<file path="src/rtl/imem_loader_if.sv">
// Byte-stream handshake between a program source and the imem loader.
//   rx_data  : stream byte
//   rx_valid : rx_data valid (driven by the source)
//   rx_ready : sink accepts a byte this cycle (driven by the loader)
// A byte moves on every rising clock edge where rx_valid & rx_ready.
interface imem_loader_if;
  logic [7:0] rx_data;
  logic       rx_valid;
  logic       rx_ready;

  modport master (output rx_data, output rx_valid, input rx_ready);
  modport slave  (input rx_data, input rx_valid, output rx_ready);
endinterface

</file>
<file path="src/rtl/imem_loader.sv">
// Program loader: receives a framed image over an 8-bit stream, assembles
// little-endian 32-bit words, writes them to imem at sequential addresses and
// holds the processor in reset until the image checksum passes.
// Frame: LEN_LO, LEN_HI (word count N), 4*N payload bytes, CHK (XOR of all
// preceding frame bytes).
// Ports:
//   clock, reset    : clock and synchronous active-high reset
//   start           : pulse, begins a new load from IDLE/DONE/ERROR
//   rx              : byte stream (slave side)
//   mem_addr/data   : imem write address/data, held between writes
//   mem_wren        : one-cycle write strobe per assembled word
//   proc_reset      : processor reset request, low only in DONE
//   busy/done/err   : load in progress / load released / load failed
module imem_loader #(
  parameter int ADDR_WIDTH    = 12,
  parameter int BASE_ADDR     = 0,
  parameter int RELEASE_DELAY = 4
) (
  input  logic                  clock,
  input  logic                  reset,
  input  logic                  start,
  imem_loader_if.slave          rx,
  output logic [ADDR_WIDTH-1:0] mem_addr,
  output logic [31:0]           mem_data,
  output logic                  mem_wren,
  output logic                  proc_reset,
  output logic                  busy,
  output logic                  done,
  output logic                  err
);

  localparam logic [31:0]           MAX_WORDS = 32'((1 << ADDR_WIDTH) - BASE_ADDR);
  localparam logic [ADDR_WIDTH-1:0] BASE_V    = ADDR_WIDTH'(BASE_ADDR);
  localparam logic [15:0]           REL_LAST  = 16'(RELEASE_DELAY - 1);

  typedef enum logic [2:0] {
    IDLE, LEN_LO, LEN_HI, WORD, CHECK, RELEASE, DONE, ERROR
  } state_t;

  state_t                state;
  logic [15:0]           len;
  logic [7:0]            xsum;
  logic [15:0]           word_idx;
  logic [ADDR_WIDTH-1:0] waddr;
  logic [1:0]            byte_cnt;
  logic [23:0]           asm_lo;
  logic [15:0]           rel_cnt;
  logic                  accept;
  logic [15:0]           n_full;

  assign accept = rx.rx_valid & rx.rx_ready;
  assign n_full = {rx.rx_data, len[7:0]};

  // rx_ready and the status flags are registered alongside the state so they
  // always reflect the state being entered.
  always_ff @(posedge clock) begin
    if (reset) begin
      state       <= IDLE;
      rx.rx_ready <= 1'b0;
      mem_wren    <= 1'b0;
      mem_addr    <= '0;
      mem_data    <= '0;
      proc_reset  <= 1'b1;
      busy        <= 1'b0;
      done        <= 1'b0;
      err         <= 1'b0;
      len         <= '0;
      xsum        <= '0;
      word_idx    <= '0;
      waddr       <= BASE_V;
      byte_cnt    <= '0;
      asm_lo      <= '0;
      rel_cnt     <= '0;
    end else begin
      mem_wren <= 1'b0;
      case (state)
        IDLE, DONE, ERROR: begin
          if (start) begin
            state       <= LEN_LO;
            rx.rx_ready <= 1'b1;
            busy        <= 1'b1;
            proc_reset  <= 1'b1;
            done        <= 1'b0;
            err         <= 1'b0;
            xsum        <= '0;
            word_idx    <= '0;
            waddr       <= BASE_V;
            byte_cnt    <= '0;
          end
        end
        LEN_LO: begin
          if (accept) begin
            len[7:0] <= rx.rx_data;
            xsum     <= xsum ^ rx.rx_data;
            state    <= LEN_HI;
          end
        end
        LEN_HI: begin
          if (accept) begin
            len[15:8] <= rx.rx_data;
            xsum      <= xsum ^ rx.rx_data;
            if (n_full == 16'd0) begin
              state <= CHECK;
            end else if ({16'd0, n_full} > MAX_WORDS) begin
              state       <= ERROR;
              rx.rx_ready <= 1'b0;
              busy        <= 1'b0;
              err         <= 1'b1;
            end else begin
              state <= WORD;
            end
          end
        end
        WORD: begin
          if (accept) begin
            xsum     <= xsum ^ rx.rx_data;
            byte_cnt <= byte_cnt + 2'd1;
            case (byte_cnt)
              2'd0: asm_lo[7:0]   <= rx.rx_data;
              2'd1: asm_lo[15:8]  <= rx.rx_data;
              2'd2: asm_lo[23:16] <= rx.rx_data;
              default: begin
                mem_wren <= 1'b1;
                mem_addr <= waddr;
                mem_data <= {rx.rx_data, asm_lo};
                waddr    <= waddr + 1'b1;
                word_idx <= word_idx + 16'd1;
                if (word_idx == len - 16'd1) state <= CHECK;
              end
            endcase
          end
        end
        CHECK: begin
          if (accept) begin
            rx.rx_ready <= 1'b0;
            if (rx.rx_data == xsum) begin
              state   <= RELEASE;
              rel_cnt <= '0;
            end else begin
              state <= ERROR;
              busy  <= 1'b0;
              err   <= 1'b1;
            end
          end
        end
        RELEASE: begin
          if (rel_cnt == REL_LAST) begin
            state      <= DONE;
            busy       <= 1'b0;
            done       <= 1'b1;
            proc_reset <= 1'b0;
          end else begin
            rel_cnt <= rel_cnt + 16'd1;
          end
        end
        default: state <= IDLE;
      endcase
    end
  end

endmodule
</file>
<file path="src/flat_wrapper.sv">
// flat-port wrapper written by rule: the top's interface ports become plain ports
module imem_loader_flat 
#(
  parameter int ADDR_WIDTH    = 12,
  parameter int BASE_ADDR     = 0,
  parameter int RELEASE_DELAY = 4
)
  (clock, reset, start, mem_addr, mem_data, mem_wren, proc_reset, busy, done, err, rx_rx_data, rx_rx_valid, rx_rx_ready);
  imem_loader_if rx_i ();
  input  logic clock;
  input  logic reset;
  input  logic start;
  output logic [ADDR_WIDTH-1:0] mem_addr;
  output logic [31:0] mem_data;
  output logic mem_wren;
  output logic proc_reset;
  output logic busy;
  output logic done;
  output logic err;
  input wire logic [$bits(rx_i.rx_data)-1:0] rx_rx_data;
  input wire logic [$bits(rx_i.rx_valid)-1:0] rx_rx_valid;
  output wire logic [$bits(rx_i.rx_ready)-1:0] rx_rx_ready;
  assign rx_i.rx_data = rx_rx_data;
  assign rx_i.rx_valid = rx_rx_valid;
  assign rx_rx_ready = rx_i.rx_ready;
  imem_loader #(.ADDR_WIDTH(ADDR_WIDTH), .BASE_ADDR(BASE_ADDR), .RELEASE_DELAY(RELEASE_DELAY)) u_core (.clock(clock), .reset(reset), .start(start), .rx(rx_i), .mem_addr(mem_addr), .mem_data(mem_data), .mem_wren(mem_wren), .proc_reset(proc_reset), .busy(busy), .done(done), .err(err));
endmodule
</file>
<file path="config.mk">
export PLATFORM = sky130hd
export DESIGN_NAME = imem_loader_flat
export DESIGN_NICKNAME = d
export VERILOG_FILES = /design/src/rtl/imem_loader_if.sv /design/src/rtl/imem_loader.sv /design/src/flat_wrapper.sv
export SDC_FILE = /design/constraint.sdc
export NUM_CORES = 1
export LEC_CHECK = 0
export CAP_MARGIN = 10
export CORE_MARGIN = 1
export CORE_UTILIZATION = 52
export DETAILED_ROUTE_END_ITERATION = 12
export GPL_ROUTABILITY_DRIVEN = 0
export PLACE_DENSITY = 0.76
export SYNTH_ARGS = -nofsm -noshare
export SYNTH_HDL_FRONTEND = slang
export SYNTH_SLANG_ARGS = --single-unit
export TNS_END_PERCENT = 100
</file>
<file path="constraint.sdc">
create_clock -name clock -period 2.3 [get_ports clock]
set_input_delay 0.23 -clock clock [delete_from_list [all_inputs] [get_ports clock]]
set_output_delay 0.23 -clock clock [all_outputs]
set_load 0.02 [all_outputs]
</file>
# Word-level counts from Yosys, hierarchy flattened
# Cells that the tools add are included.
[op_classes] mux=51 magnitude_cmp=1 bitwise=5 eq_ne=26 n_addsub=5 n_reduce_logical=28
[op_table] op="16-bit 2-to-1 mux" count=6
[op_table] op="16-bit one-hot mux with 2 select lines" count=2
[op_table] op="12-bit 2-to-1 mux" count=3
[op_table] op="16-bit by 1-bit adder with 16-bit output (second input constant)" count=2
[op_table] op="3-bit 2-to-1 mux" count=10
[op_table] op="12-bit one-hot mux with 2 select lines" count=1
[op_table] op="3-bit AND reduction" count=7
[op_table] op="2-bit by 1-bit != test with 1-bit output (second input constant)" count=9
[op_table] op="3-bit one-hot mux with 6 select lines" count=1
[op_table] op="16-bit == test" count=1
[op_table] op="16-bit by 2-bit == test with 1-bit output (second input constant)" count=1
[op_table] op="16-bit by 13-bit > comparator with 1-bit output (second input constant)" count=1
[op_table] op="16-bit zero test" count=1
[op_table] op="1-bit 2-to-1 mux" count=16
[op_table] op="8-bit 2-to-1 mux" count=2
[op_table] op="8-bit one-hot mux with 2 select lines" count=1
[op_table] op="8-bit AND reduction" count=2
[op_table] op="16-bit by 1-bit subtractor with 16-bit output (second input constant)" count=1
[op_table] op="12-bit by 1-bit adder with 12-bit output (second input constant)" count=1
[op_table] op="3-bit == test (second input constant)" count=4
[op_table] op="3-bit OR reduction" count=4
[op_table] op="2-bit != test (second input constant)" count=5
[op_table] op="8-bit == test" count=1
[op_table] op="4-bit AND reduction" count=2
[op_table] op="other kinds (21)" count=32
[totals] in_bits=12 ff_bits=147 out_inout_bits=50 elab_cells=135

# Logic depth before layout (Yosys ltp)
# Gate-level depths: netlist (run 1).
[depth] ltp_word=6 ltp_mapped=10 ltp_nobuf=9

# Worst setup path before layout (run 1)
# OpenSTA, ideal clock, no wires.
[synth_path] path_type="register -> register" startpoint="register u_core.len[0]" endpoint="register u_core.state[1]" period_less_slack_ps=2370 setup_time_ps=86 required_ps=2214 stages_incl_launch_ff=11 path_slack_ps=-70 path_buffers=1 arrival_time_ps=2284 path_cell_list="dfxtp_1 > inv_1 > ha_1 > or3b_2 > clkbuf_1 > nor2_2 > mux2i_1 > o31ai_1 > a211oi_2 > a41o_1 > a211oi_1"
[synth_between] elab_chain_cells=4 elab_cells_between_ends=8 classes_between="1 x add/sub; 2 x eq/ne; 3 x mux; 2 x reduce/logical"
[synth_rtl] item="start, declared" line="imem_loader.sv:41" source="logic [15:0] len;"
[synth_rtl] item="start signal, assigned" line="imem_loader.sv:93" source="len[7:0] <= rx.rx_data;"
[synth_rtl] item="16-bit by 1-bit subtractor with 16-bit output or 16-bit zero test (tied branches)" line="imem_loader.sv:128, imem_loader.sv:102"
[synth_rtl] item="16-bit == test or 3-bit 2-to-1 mux (tied branches)" line="imem_loader.sv:128, imem_loader.sv:102"
[synth_rtl] item="2-bit by 1-bit != test with 1-bit output (no line) or 3-bit 2-to-1 mux (tied branches)"
[synth_rtl] item="8-bit AND reduction (no line) or 3-bit one-hot mux with 6 select lines (tied branches)"
[synth_rtl] item="end signal, assigned" line="imem_loader.sv:128" source="if (word_idx == len - 16'd1) state <= CHECK;"
[synth_rtl] item="end signal, assigned" line="imem_loader.sv:137" source="state <= RELEASE;"
[synth_rtl] item="end signal, assigned" line="imem_loader.sv:140" source="state <= ERROR;"
[synth_rtl] item="end, declared" line="imem_loader.sv:40" source="state_t state;"
# Parallel ways exist; a longest one is shown, timed or not. The select of a mux whose other input is x is not followed.
# A chain may end at the register's enable or synchronous reset.

# Worst setup path in the final report (run 1)
[layout_path] startpoint="register u_core.len[1]" endpoint="register u_core.state[2]"
[layout_between] elab_chain_cells=5 elab_cells_between_ends=10 classes_between="1 x add/sub; 1 x order compare; 2 x eq/ne; 4 x mux; 2 x reduce/logical"
[layout_rtl] item="parallel branches: the longest is 5 deep, another holds 16-bit by 1-bit subtractor with 16-bit output"
[layout_rtl] item="end signal, assigned" line="imem_loader.sv:79" source="state <= LEN_LO;"
[layout_rtl] item="end signal, assigned" line="imem_loader.sv:103" source="state <= CHECK;"
[layout_rtl] item="end signal, assigned" line="imem_loader.sv:105" source="state <= ERROR;"
# Several ways; the timed one is not identified. The select of a mux whose other input is x is not followed.

==> results of run 1 <==
-- metrics by stage --
stage / hold slack [ns] / setup slack [ns]
CTS: 0.0668 / 0.000321
global placement: 0.437 / -0.327
detailed placement: 0.440 / -0.405
global route: 0.0933 / -0.103
floorplan: 0.432 / 0.00347
finish: 0.0832 / 0.0109
-- sequential cells by signal (all words and copies together) (netlist names), 2 cells and up --
register and flops:
u_core.mem_addr 12, u_core.mem_data 32, u_core.state 3, u_core.len 16, u_core.word_idx 16, u_core.asm_lo 24
u_core.rel_cnt 16, u_core.byte_cnt 2, u_core.xsum 8, u_core.waddr 12
-- metal layers --
metal | part of all wire | vias up | track usage
met5 | 0 | - | 0
met4 | 0.016 | 0 | 0.0957
met3 | 0.051 | 27 | 0.0628
met2 | 0.47 | 146 | 0.400
met1 | 0.47 | 2872 | 0.326
li1 | - | 3058 | -
-- layout by cell type (no fill, tap or decap), types with 3 or more instances in the layout --
cell type,n
sky130_fd_sc_hd__or3_1,5
sky130_fd_sc_hd__nand2_1,140
sky130_fd_sc_hd__a22oi_1,10
sky130_fd_sc_hd__and3_1,10
sky130_fd_sc_hd__clkinv_2,3
sky130_fd_sc_hd__xor2_1,27
sky130_fd_sc_hd__nor3_1,21
sky130_fd_sc_hd__nor2b_1,11
sky130_fd_sc_hd__dfxtp_1,145
sky130_fd_sc_hd__xnor2_1,33
sky130_fd_sc_hd__or4_1,4
sky130_fd_sc_hd__nand4_1,14
sky130_fd_sc_hd__buf_4,72
sky130_fd_sc_hd__nand2b_1,6
sky130_fd_sc_hd__or4_4,3
sky130_fd_sc_hd__o21a_1,5
sky130_fd_sc_hd__o21ai_0,18
sky130_fd_sc_hd__inv_6,3
sky130_fd_sc_hd__a211oi_2,3
sky130_fd_sc_hd__nand3_1,43
sky130_fd_sc_hd__ha_1,8
sky130_fd_sc_hd__clkbuf_16,17
sky130_fd_sc_hd__nor2_1,90
sky130_fd_sc_hd__a21oi_1,95
sky130_fd_sc_hd__nor4_1,7
sky130_fd_sc_hd__and4_1,4
sky130_fd_sc_hd__mux2i_1,15
sky130_fd_sc_hd__inv_1,12
sky130_fd_sc_hd__clkdlybuf4s50_1,60
sky130_fd_sc_hd__o21bai_1,3
sky130_fd_sc_hd__bufinv_16,4
-- worst max-delay path, stage by stage, from the launching register on --
cell and delay (ns):
sky130_fd_sc_hd__dfxtp_1 0.32, sky130_fd_sc_hd__inv_1 0.08, sky130_fd_sc_hd__ha_2 0.17, sky130_fd_sc_hd__or3b_4 0.44, sky130_fd_sc_hd__nor4_1 0.26, sky130_fd_sc_hd__a31oi_1 0.07, sky130_fd_sc_hd__o22a_2 0.21, sky130_fd_sc_hd__o21ai_1 0.17
sky130_fd_sc_hd__nand4_1 0.21, sky130_fd_sc_hd__a211oi_2 0.26
-- kinds of logic after synthesis --
family / synth area share
compound gates: 0.135
xor+xnor: 0.0788
fa+ha+maj: 0.0166
buf+inv: 0.0447
flops: 0.434
mux: 0.0236
simple gates: 0.267
-- power by group through the flow --
stage | logic (uW) | registers, uW | clock network [uW]
after floorplan | 815 | 2740 | 0
after global placement | 1310 | 2740 | 0
after detailed placement | 1330 | 2740 | 0
after CTS | 1350 | 2690 | 2940
after global routing | 1540 | 2700 | 3050
final | 1410 | 2690 | 2900
-- worst paths after layout --
kind	start	end	slack, ns	cells after the start
worst max-delay path	u_core.len[1]	u_core.state[2]	0.01	9
worst min register to register	u_core.err	u_core.err	0.45	2
worst min-delay path	reset	u_core.busy	0.08	2
worst max register to register	u_core.len[1]	u_core.state[2]	0.01	9
-- area by class of cell --
type | count | area (um^2)
Fill cell | 1035 | 4060
Clock inverter | 12 | 179
Timing Repair Buffer | 134 | 1180
Multi-Input combinational cell | 621 | 3610
Inverter | 12 | 45.0
Tap cell | 172 | 215
Sequential cell | 147 | 2950
Clock buffer | 19 | 433
-- what timing repair did --
action                     CTS  global route
buffers inserted             0             1
setup endpoints to repair    5            13
cloned                       0             0
resized for setup            3            15
pin swaps                    1            11
==> results.txt, run 1 <==
----------------------------------------------------
[Floorplan]
  Die outline height ... 116 um
  Placeable core region ... ~13,000 um^2
  Num ports ... a little over 60
  Die Area ... 13,500 um^2
  FP Rows ... 41
  Initial Util ... 0.535
  Die Width ... 116 um

[Global route]
  Global-route wire length before repair ... 26.1 mm
  Grt total ovfl ... 0
  Largest net degree at the start of global routing ... 100
  Vias in the first global route ... between 5k and 6k
  Total track usage ... 0.250
  Initial antenna violation count ... 0

[Power and ir drop]
  Post-layout power ... roughly 7000 uW
  Switching Fraction ... 0.277
  Cell-internal power ... 5060 uW
  Portion of total power attributed to the clock network ... 0.415
  Reported net switching power ... around 1900 uW
  Fraction of power consumed by sequential logic ... 0.384
  VDD IR-drop max ... 0.000680 V
  Combinational group share of total power ... 0.201
  Leakage dissipation ... 0.00315 uW
  Ratio of total power to cell area ... 813 nW/um^2

[Place]
  Buffers added on ports ... 61
  Placed standard-cell area ... 7920 um^2
  Total instance count after detailed placement ... 1,085
  HPWL after DPL ... 10.7 mm

[Routing]
  Iter 0 DRT Violations ... 455
  Drt drc ... 0
  Total via count after detailed routing ... 6,103
  Vias per std cell ... 5.46
  First-pass iteration count of the detailed router ... 5
  Count of antenna-violating nets left after detailed routing ... 0
  Drt total wl ... 16.0 mm
  Wirelength per Cell ... 14.4 um

[Synth]
  Post-synth top area share ... 0.434
  Top post-synthesis cells by count ... 147 x sky130_fd_sc_hd__dfxtp_1, 140 x sky130_fd_sc_hd__nand2_1, 95 x sky130_fd_sc_hd__a21oi_1, 90 x sky130_fd_sc_hd__nor2_1, 49 x sky130_fd_sc_hd__clkbuf_1
  Total nets after synthesis ... 862
  Cell type with the highest aggregate area in the netlist ... sky130_fd_sc_hd__dfxtp_1
  Fraction of synthesis flops using an asynchronous set or reset pin ... 0
  Number of register bits inferred by synthesis ... about 150
  Cells taking the most area after synthesis ... sky130_fd_sc_hd__dfxtp_1 43%, sky130_fd_sc_hd__nand2_1 7.8%, sky130_fd_sc_hd__a21oi_1 7.0%
  Number of different library cells in the post-synthesis netlist ... 60
  Number of synthesis warnings ... 0
  Post-synthesis cell area ... 6780 um^2
  Count leader, synth ... sky130_fd_sc_hd__dfxtp_1
  Per-instance average area after synthesis ... 8.06 um^2
  Number of enable flip-flop cells after synthesis ... 0
  Part of the Yosys area used for sequential elements ... 0.434
  Post-Synthesis Cells ... 841
  Most instantiated flip-flop cell in the synthesis netlist ... sky130_fd_sc_hd__dfxtp_1

[CTS]
  Clk Latency, worst-skew pair ... 0.42 ns
  Number of clock sinks seen by CTS ... 147
  Clock transition at path regs ... 0.06 ns
  Clock buffer depth ... 2
  Root Buffer ... sky130_fd_sc_hd__clkbuf_16
  Clock tree from TritonCTS ... yes
  Number of buffers added by the clock tree synthesis step ... 17
  Deepest level of the CTS H-tree ... 4
  Number of hold buffers added after cts ... 0

[Hold path]
  Worst min path class ... input pin to register

[Worst setup path]
  CP Launch Type ... register
  Endpoint kind of the worst setup timing path ... register
  Top fanout value on the critical path ... 6
  Required time reported for the critical path endpoint ... 2.64 ns
  Worst Setup Path Type ... register to register
  Critical path arrival ... 2.63 ns

[Finish]
  Post-layout instance area ... 8610 um^2
  Number of cells in the finished layout apart from fillers ... 1,117
  Fraction of final layout cells with drive strength greater than 1 ... 0.141
  Ant. Diodes ... 0
  Layout-stage area growth over the synthesis result ... 27.0%
  Net count reported at finish ... 954
  Post-layout utilization of the core ... 0.679

[Timing]
  Count of pins over their slew limit ... 0
  Final Hold Violating Endpoints ... 0
  Final setup violation count ... 0
  RSZ-0062 raised after global routing ... true
  Minimum clock period after layout ... around 2.3 ns
  Summed negative setup slack over all endpoints ... 0 ns
  Tightest slew margin relative to the limit ... 0.610
  Worst Max-Slew Pin Slew ... 0.580 ns
  Highest clock rate ... 437 MHz
  Worst clock skew ... 0.00706 ns
  Final critical-path share of the clock period ... 0.995

[Outcome]
  Status ... complete, no violations

[Run]
  Number of max-cap violations ... 0

----------------------------------------------------
Note: power is estimated with default switching activity, not from simulation.
==> run 2: changes to the inputs <==
- MAX_ROUTING_LAYER: unset -> met4
==> run 2 against run 1 <==
Non-clock buffer count is the same. Clock power about the same. Count of clock-buffer cells in the layout did not move. Sequential share of layout area stayed put. Final area unchanged. Largest cell class unchanged. Combinational power is essentially flat. Register-to-register slack hardly changed. Critical path depth down 2. Utilization unchanged. Worst hold slack better by 0.0018 ns. First-iteration DRC count fell by 0.88%.
==> results.txt, run 2 (synthesized netlist as in run 1, its figures left out) <==
----------------------------------------------------
[CTS]
  Number of clock sinks seen by CTS ... 147 (unchanged)
  Clock transition at path regs ... 0.06 ns (about the same)
  Number of buffers added by the clock tree synthesis step ... 17 (unchanged)
  Clock buffer depth ... 2 (unchanged)
  Clk Latency, worst-skew pair ... 0.43 ns (was 0.42 ns)
  Root Buffer ... sky130_fd_sc_hd__clkbuf_16 (unchanged)
  Clock tree from TritonCTS ... yes (unchanged)
  Number of hold buffers added after cts ... 0 (unchanged)
  Deepest level of the CTS H-tree ... 4 (unchanged)

[Outcome]
  Status ... complete, no violations (unchanged)

[Floorplan]
  Die outline height ... 116 um (unchanged)
  Die Width ... 116 um (unchanged)
  Placeable core region ... 12,700 um^2 (unchanged)
  Initial Util ... 0.535 (unchanged)
  Die Area ... 13,500 um^2 (unchanged)
  FP Rows ... 41 (unchanged)
  Num ports ... 62 (unchanged)

[Global route]
  Grt total ovfl ... 0 (unchanged)
  Global-route wire length before repair ... 26.1 mm (about the same)
  Total track usage ... 0.258 (was 0.250)
  Met1 global-route usage ... 0.327 (was 0.326)
  Grt peak-use layer ... met2 (unchanged)
  Vias in the first global route ... 5,477 (was 5,475)
  Initial antenna violation count ... 0 (unchanged)
  Met2 track demand over resource in global routing ... 0.400 (about the same)
  Largest net degree at the start of global routing ... 100 (unchanged)
  Met3 track demand over resource in global routing ... 0.0628 (unchanged)

[Finish]
  Top Registers ... u_core.mem_data x32, u_core.asm_lo x24 (unchanged)
  Register with the most flip-flops ... u_core.mem_data (unchanged)
  Fraction of final layout cells with drive strength greater than 1 ... 0.141 (unchanged)
  Post-layout instance area ... 8610 um^2 (unchanged)
  Most common library cell in the layout ignoring fill and taps ... sky130_fd_sc_hd__dfxtp_1 (unchanged)
  Ant. Diodes ... 0 (unchanged)
  Top library cells by usage in the layout, fill and taps aside ... 145 x sky130_fd_sc_hd__dfxtp_1, 140 x sky130_fd_sc_hd__nand2_1, 95 x sky130_fd_sc_hd__a21oi_1 (unchanged)
  Net count reported at finish ... 954 (unchanged)
  Layout-stage area growth over the synthesis result ... 27.0% (unchanged)
  Number of flip-flops in the largest register ... 32 (unchanged)

[Hold path]
  Hold path depth ... 2 (unchanged)
  Worst Min Path Start ... reset (unchanged)
  Worst min path class ... input pin to register (unchanged)
  End point of the most critical hold path ... u_core.busy (unchanged)

[Routing]
  Drt total wl ... 16.1 mm (was 16.0 mm)
  Wirelength per Cell ... 14.4 um (about the same)
  Drt drc ... 0 (unchanged)
  First-pass iteration count of the detailed router ... 6 (was 5)
  Total via count after detailed routing ... 6,110 (was 6,103)
  Iter 0 DRT Violations ... 451 (was 455)
  Vias per std cell ... 5.47 (was 5.46)
  Count of antenna-violating nets left after detailed routing ... 0 (unchanged)

[Timing]
  Count of pins over their slew limit ... 0 (unchanged)
  Minimum clock period after layout ... 2.28 ns (was 2.29 ns)
  Final Hold Violating Endpoints ... 0 (unchanged)
  Final setup violation count ... 0 (unchanged)
  RSZ-0062 raised after global routing ... true (unchanged)
  Worst clock skew ... 0.00733 ns (was 0.00706 ns)
  Worst Max-Slew Pin Slew ... 0.587 ns (was 0.580 ns)
  Highest clock rate ... 438 MHz (was 437 MHz)
  Worst hold margin ... 0.0850 ns (was 0.0832 ns)
  Tightest slew margin relative to the limit ... 0.605 (was 0.610)
  Final critical-path share of the clock period ... 0.993 (was 0.995)

[Worst setup path]
  Reg-to-reg endpoint ... u_core.state[2] (unchanged)
  Critical path arrival ... 2.63 ns (about the same)
  CP Launch Type ... register (unchanged)
  Endpoint kind of the worst setup timing path ... register (unchanged)
  Max incr delay on CP ... 0.54 ns (was 0.44 ns)
  Library cell contributing the largest single delay on the critical path ... sky130_fd_sc_hd__or4_4 (was sky130_fd_sc_hd__or3b_4)
  Length in cells of the worst reg-to-reg path ... 7 (was 9)
  Top delay family on crit path ... simple AND/OR/NAND/NOR gates (unchanged)
  FF-to-FF Start ... u_core.len[6] (was u_core.len[1])
  Worst Setup Path Type ... register to register (unchanged)
  Required time reported for the critical path endpoint ... 2.64 ns (about the same)
  Top fanout value on the critical path ... 3 (was 6)
  Series of cell instances along the critical path ... or4_4, or3_4, nor4_4, xnor2_2, a211oi_2, nand4_1, a211oi_2 (was inv_1, ha_2, or3b_4, nor4_1, a31oi_1, o22a_2, o21ai_1, nand4_1, a211oi_2)
  Cell with the most instances on the worst path ... sky130_fd_sc_hd__a211oi_2
  Minimum setup slack among reg-to-reg paths ... 0.02 ns (was 0.01 ns)
  Number of buffer and inverter instances along the worst setup path ... 0 (was 1)

[Power and ir drop]
  Cell-internal power ... 5060 uW (about the same)
  Ratio of total power to cell area ... 813 nW/um^2 (about the same)
  Fraction of power consumed by sequential logic ... 0.384 (about the same)
  Combinational group share of total power ... 0.201 (about the same)
  Switching Fraction ... 0.277 (about the same)
  VDD IR-drop max ... 0.000678 V (was 0.000680 V)
  Leakage dissipation ... 0.00315 uW (unchanged)
  Reported net switching power ... 1940 uW (about the same)
  Portion of total power attributed to the clock network ... 0.415 (about the same)

[Place]
  Placed standard-cell area ... 7920 um^2 (unchanged)
  Buffers added on ports ... 61 (unchanged)
  HPWL after DPL ... 10.7 mm (unchanged)

[Run]
  Number of max-cap violations ... 0 (unchanged)

----------------------------------------------------
run 2: worst max-delay path by stage:
stage / startpoint / cells past startpoint / endpoint / slack, ns
after detailed placement: rx_rx_data[4] / 8 / u_core.rel_cnt[14] / -0.41
after floorplan: u_core.len[0] / 10 / u_core.state[1] / 0.003
after global routing: u_core.len[0] / 9 / u_core.state[2] / -0.10
after global placement: rx_rx_data[4] / 8 / u_core.rel_cnt[14] / -0.33
after CTS: u_core.len[0] / 8 / u_core.state[0] / 0.0003
final: u_core.len[6] / 7 / u_core.state[2] / 0.02
run 2: through the flow:
step,instances,utilization,power [uW],setup slack (ns),TNS (ns)
2_1_floorplan,841,-,3550,0.00347,0
3_3_place_gp,1085,0.625,4050,-0.327,-3.76
3_5_place_dp,1085,0.625,4070,-0.405,-5.43
4_1_cts,1116,0.674,6980,0.000321,0
5_1_grt,1117,0.679,7280,-0.103,-0.236
6_report,1117,0.679,7000,0.0172,0
run 2: final cells by class:
cell class                 count  area (um^2)
inverter                      12         45.0
sequential                   147         2950
clock inverter                12          179
clock buffer                  19          433
fill                        1035         4060
timing repair buffer         134         1180
tap                          172          215
multi-input combinational    621         3610
run 2: power groups by stage:
stage / registers (uW) / clock network [uW] / logic, uW
after global placement: 2740 / 0 / 1310
final: 2690 / 2900 / 1410
after CTS: 2690 / 2940 / 1350
after detailed placement: 2740 / 0 / 1330
after global routing: 2700 / 3050 / 1540
after floorplan: 2740 / 0 / 815
run 2: what timing repair did:
item	4_1_cts	5_1_grt
buffers inserted	0	1
pin swaps	1	11
setup endpoints to repair	5	13
resized for setup	3	15
run 2: per-layer routing:
| metal | up-vias | part of all wire |
|---|---|---|
| met3 | 29 | 0.051 |
| met2 | 150 | 0.47 |
| met5 | - | 0 |
| met1 | 2869 | 0.46 |
| met4 | 0 | 0.017 |
| li1 | 3062 | - |
==> run 3: changes to the inputs <==
- SETUP_SLACK_MARGIN: unset -> 0.4
==> run 3 against run 2 <==
Total power grew 0.10%. Clock power down 6%. Final area up 5.1%. Setup slack worse by 0.011 ns. Utilization rose by 3.5 points. Critical path type unchanged. Via count increased by 4.8%. Global-route usage rose by 1.6 points. Die area did not move. Non-clock buffer count rose by 12.
==> results.txt, run 3 (synthesized netlist as in run 1, its figures left out) <==
----------------------------------------------------
[Finish]
  Net count reported at finish ... 966 (was 954)
  Ant. Diodes ... 0 (unchanged)
  Top library cells by usage in the layout, fill and taps aside ... 140 x sky130_fd_sc_hd__nand2_1, 134 x sky130_fd_sc_hd__dfxtp_1, 93 x sky130_fd_sc_hd__a21oi_1 (was 145 x sky130_fd_sc_hd__dfxtp_1, 140 x sky130_fd_sc_hd__nand2_1, 95 x sky130_fd_sc_hd__a21oi_1)
  Top Registers ... u_core.mem_data x32, u_core.asm_lo x24 (unchanged)
  Fillers ... 946 (was 1,035)
  Fraction of final layout cells with drive strength greater than 1 ... 0.201 (was 0.141)
  Number of flip-flops in the largest register ... 32 (unchanged)
  Post-layout utilization of the core ... 0.714 (was 0.679)
  Most common library cell in the layout ignoring fill and taps ... sky130_fd_sc_hd__nand2_1 (was sky130_fd_sc_hd__dfxtp_1)
  Layout-stage area growth over the synthesis result ... 33.5% (was 27.0%)
  Register with the most flip-flops ... u_core.mem_data (unchanged)

[Global route]
  Global-route wire length before repair ... 27.8 mm (was 26.1 mm)
  Grt total ovfl ... 0 (unchanged)
  Total track usage ... 0.274 (was 0.258)
  Initial antenna violation count ... 0 (unchanged)
  Vias in the first global route ... 5,901 (was 5,477)
  Largest net degree at the start of global routing ... 68 (was 100)

[Timing]
  Worst clock skew ... 0.0120 ns (was 0.00733 ns)
  Final setup violation count ... 0 (unchanged)
  Worst Max-Slew Pin Slew ... 0.539 ns (was 0.587 ns)
  Highest clock rate ... 436 MHz (was 438 MHz)
  Final Hold Violating Endpoints ... 0 (unchanged)
  Final worst setup slack ... 0.00665 ns (was 0.0172 ns)
  Tightest slew margin relative to the limit ... 0.640 (was 0.605)
  Final critical-path share of the clock period ... 0.997 (was 0.993)
  Minimum clock period after layout ... 2.29 ns (was 2.28 ns)
  RSZ-0062 raised after global routing ... true (unchanged)
  Count of pins over their slew limit ... 0 (unchanged)

[Worst setup path]
  Minimum setup slack among reg-to-reg paths ... 0.007 ns (was 0.02 ns)
  Worst Setup Path Type ... register to register (unchanged)
  Critical path arrival ... 2.65 ns (was 2.63 ns)
  Required time reported for the critical path endpoint ... 2.66 ns (was 2.64 ns)
  Max incr delay on CP ... 0.53 ns (was 0.54 ns)
  Endpoint kind of the worst setup timing path ... register (unchanged)
  Series of cell instances along the critical path ... or4_4, or3_4, nor4_4, xnor2_1, a211oi_2, nand4_1, a211oi_2 (was or4_4, or3_4, nor4_4, xnor2_2, a211oi_2, nand4_1, a211oi_2)
  Cell with the most instances on the worst path ... sky130_fd_sc_hd__a211oi_2 (unchanged)
  Number of buffer and inverter instances along the worst setup path ... 0 (unchanged)
  CP Launch Type ... register (unchanged)
  Top delay family on crit path ... simple AND/OR/NAND/NOR gates (unchanged)
  Top fanout value on the critical path ... 2 (was 3)
  Library cell contributing the largest single delay on the critical path ... sky130_fd_sc_hd__or4_4 (unchanged)

[Power and ir drop]
  Combinational group share of total power ... 0.225 (was 0.201)
  Fraction of power consumed by sequential logic ... 0.387 (was 0.384)
  Reported net switching power ... 2050 uW (was 1940 uW)
  Cell-internal power ... 4960 uW (was 5060 uW)
  Switching Fraction ... 0.293 (was 0.277)
  Portion of total power attributed to the clock network ... 0.388 (was 0.415)
  VDD IR-drop max ... 0.000452 V (was 0.000678 V)
  Post-layout power ... 7010 uW (was 7000 uW)
  Ratio of total power to cell area ... 774 nW/um^2 (was 813 nW/um^2)
  Leakage dissipation ... 0.00344 uW (was 0.00315 uW)

[CTS]
  Clock tree from TritonCTS ... yes (unchanged)
  Clock buffer depth ... 2 (unchanged)
  Root Buffer ... sky130_fd_sc_hd__clkbuf_16 (unchanged)
  Number of buffers added by the clock tree synthesis step ... 17 (unchanged)
  Clk Latency, worst-skew pair ... 0.44 ns (was 0.43 ns)
  Number of clock sinks seen by CTS ... 147 (unchanged)
  Clock transition at path regs ... 0.06 ns (about the same)
  Deepest level of the CTS H-tree ... 4 (unchanged)

[Outcome]
  Status ... complete, no violations (unchanged)

[Routing]
  Vias per std cell ... 5.67 (was 5.47)
  First-pass iteration count of the detailed router ... 5 (was 6)
  Drt total wl ... 17.9 mm (was 16.1 mm)
  Wirelength per Cell ... 15.8 um (was 14.4 um)
  Total via count after detailed routing ... 6,405 (was 6,110)
  Iter 0 DRT Violations ... 490 (was 451)
  Drt drc ... 0 (unchanged)
  Count of antenna-violating nets left after detailed routing ... 0 (unchanged)

[Floorplan]
  FP Rows ... 41 (unchanged)
  Die outline height ... 116 um (unchanged)
  Initial Util ... 0.535 (unchanged)
  Die Width ... 116 um (unchanged)
  Die Area ... 13,500 um^2 (unchanged)
  Num ports ... 62 (unchanged)
  Placeable core region ... 12,700 um^2 (unchanged)

[Run]
  Number of max-cap violations ... 0 (unchanged)

[Place]
  HPWL after DPL ... 11.7 mm (was 10.7 mm)
  Buffers added on ports ... 61 (unchanged)
  Setup WS pre-CTS ... -0.352 ns (was -0.405 ns)

[Hold path]
  Worst min path class ... input pin to register (unchanged)

----------------------------------------------------
## run 3: area by class of cell
class / count / area (um^2) / area share
inverter: 12 / 50.0 / 0.00553
multi-input combinational: 621 / 3850 / 0.425
tap: 172 / 215 / 0.0238
clock buffer: 20 / 467 / 0.0516
sequential: 147 / 2970 / 0.328
timing repair buffer: 146 / 1380 / 0.153
clock inverter: 12 / 118 / 0.0130
## run 3: power groups by stage
stage / Clock (uW) / Combinational [uW] / Sequential, uW
after global placement: 0 / 1310 / 2750
after CTS: 2740 / 1420 / 2700
final: 2720 / 1580 / 2710
after global routing: 2870 / 1680 / 2720
after detailed placement: 0 / 1350 / 2750
after floorplan: 0 / 844 / 2740
## run 3: what timing repair did
item | CTS | global route
buffers inserted | 9 | 9
hold endpoints to repair | 0 | 0
pin swaps | 22 | 25
gates resized for setup | 25 | 52
endpoints found under the setup margin | 64 | 120
hold buffers | 0 | 0
cloned | 1 | 0
## run 3: stage by stage
step	cells	hold slack, ns	TNS (ns)	instance area (um^2)
floorplan	841	0.432	0	6920
global placement	1079	0.440	-2.74	8010
detailed placement	1079	0.445	-4.69	8010
CTS	1121	0.161	0	8800
global route	1130	0.160	-0.133	9050
finish	1130	0.161	0	9050
## run 3: layer usage
metal  vias to the layer above  share of wire  track usage
li1                       3095              -            -
met4                         0          0.029        0.133
met5                         -              0            -
met2                       200           0.50        0.439
met1                      3062           0.41        0.324
met3                        48          0.057       0.0649
## run 3: path summary, 6_finish.rpt
| check | startpoint | end | cells after the start |
|---|---|---|---|
| max | u_core.len[9] | u_core.state[2] | 7 |
| max reg2reg | u_core.len[9] | u_core.state[2] | 7 |
| min reg2reg | u_core.mem_data[0] | u_core.mem_data[0] | 2 |
| min | reset | u_core.rx.rx_ready | 2 |
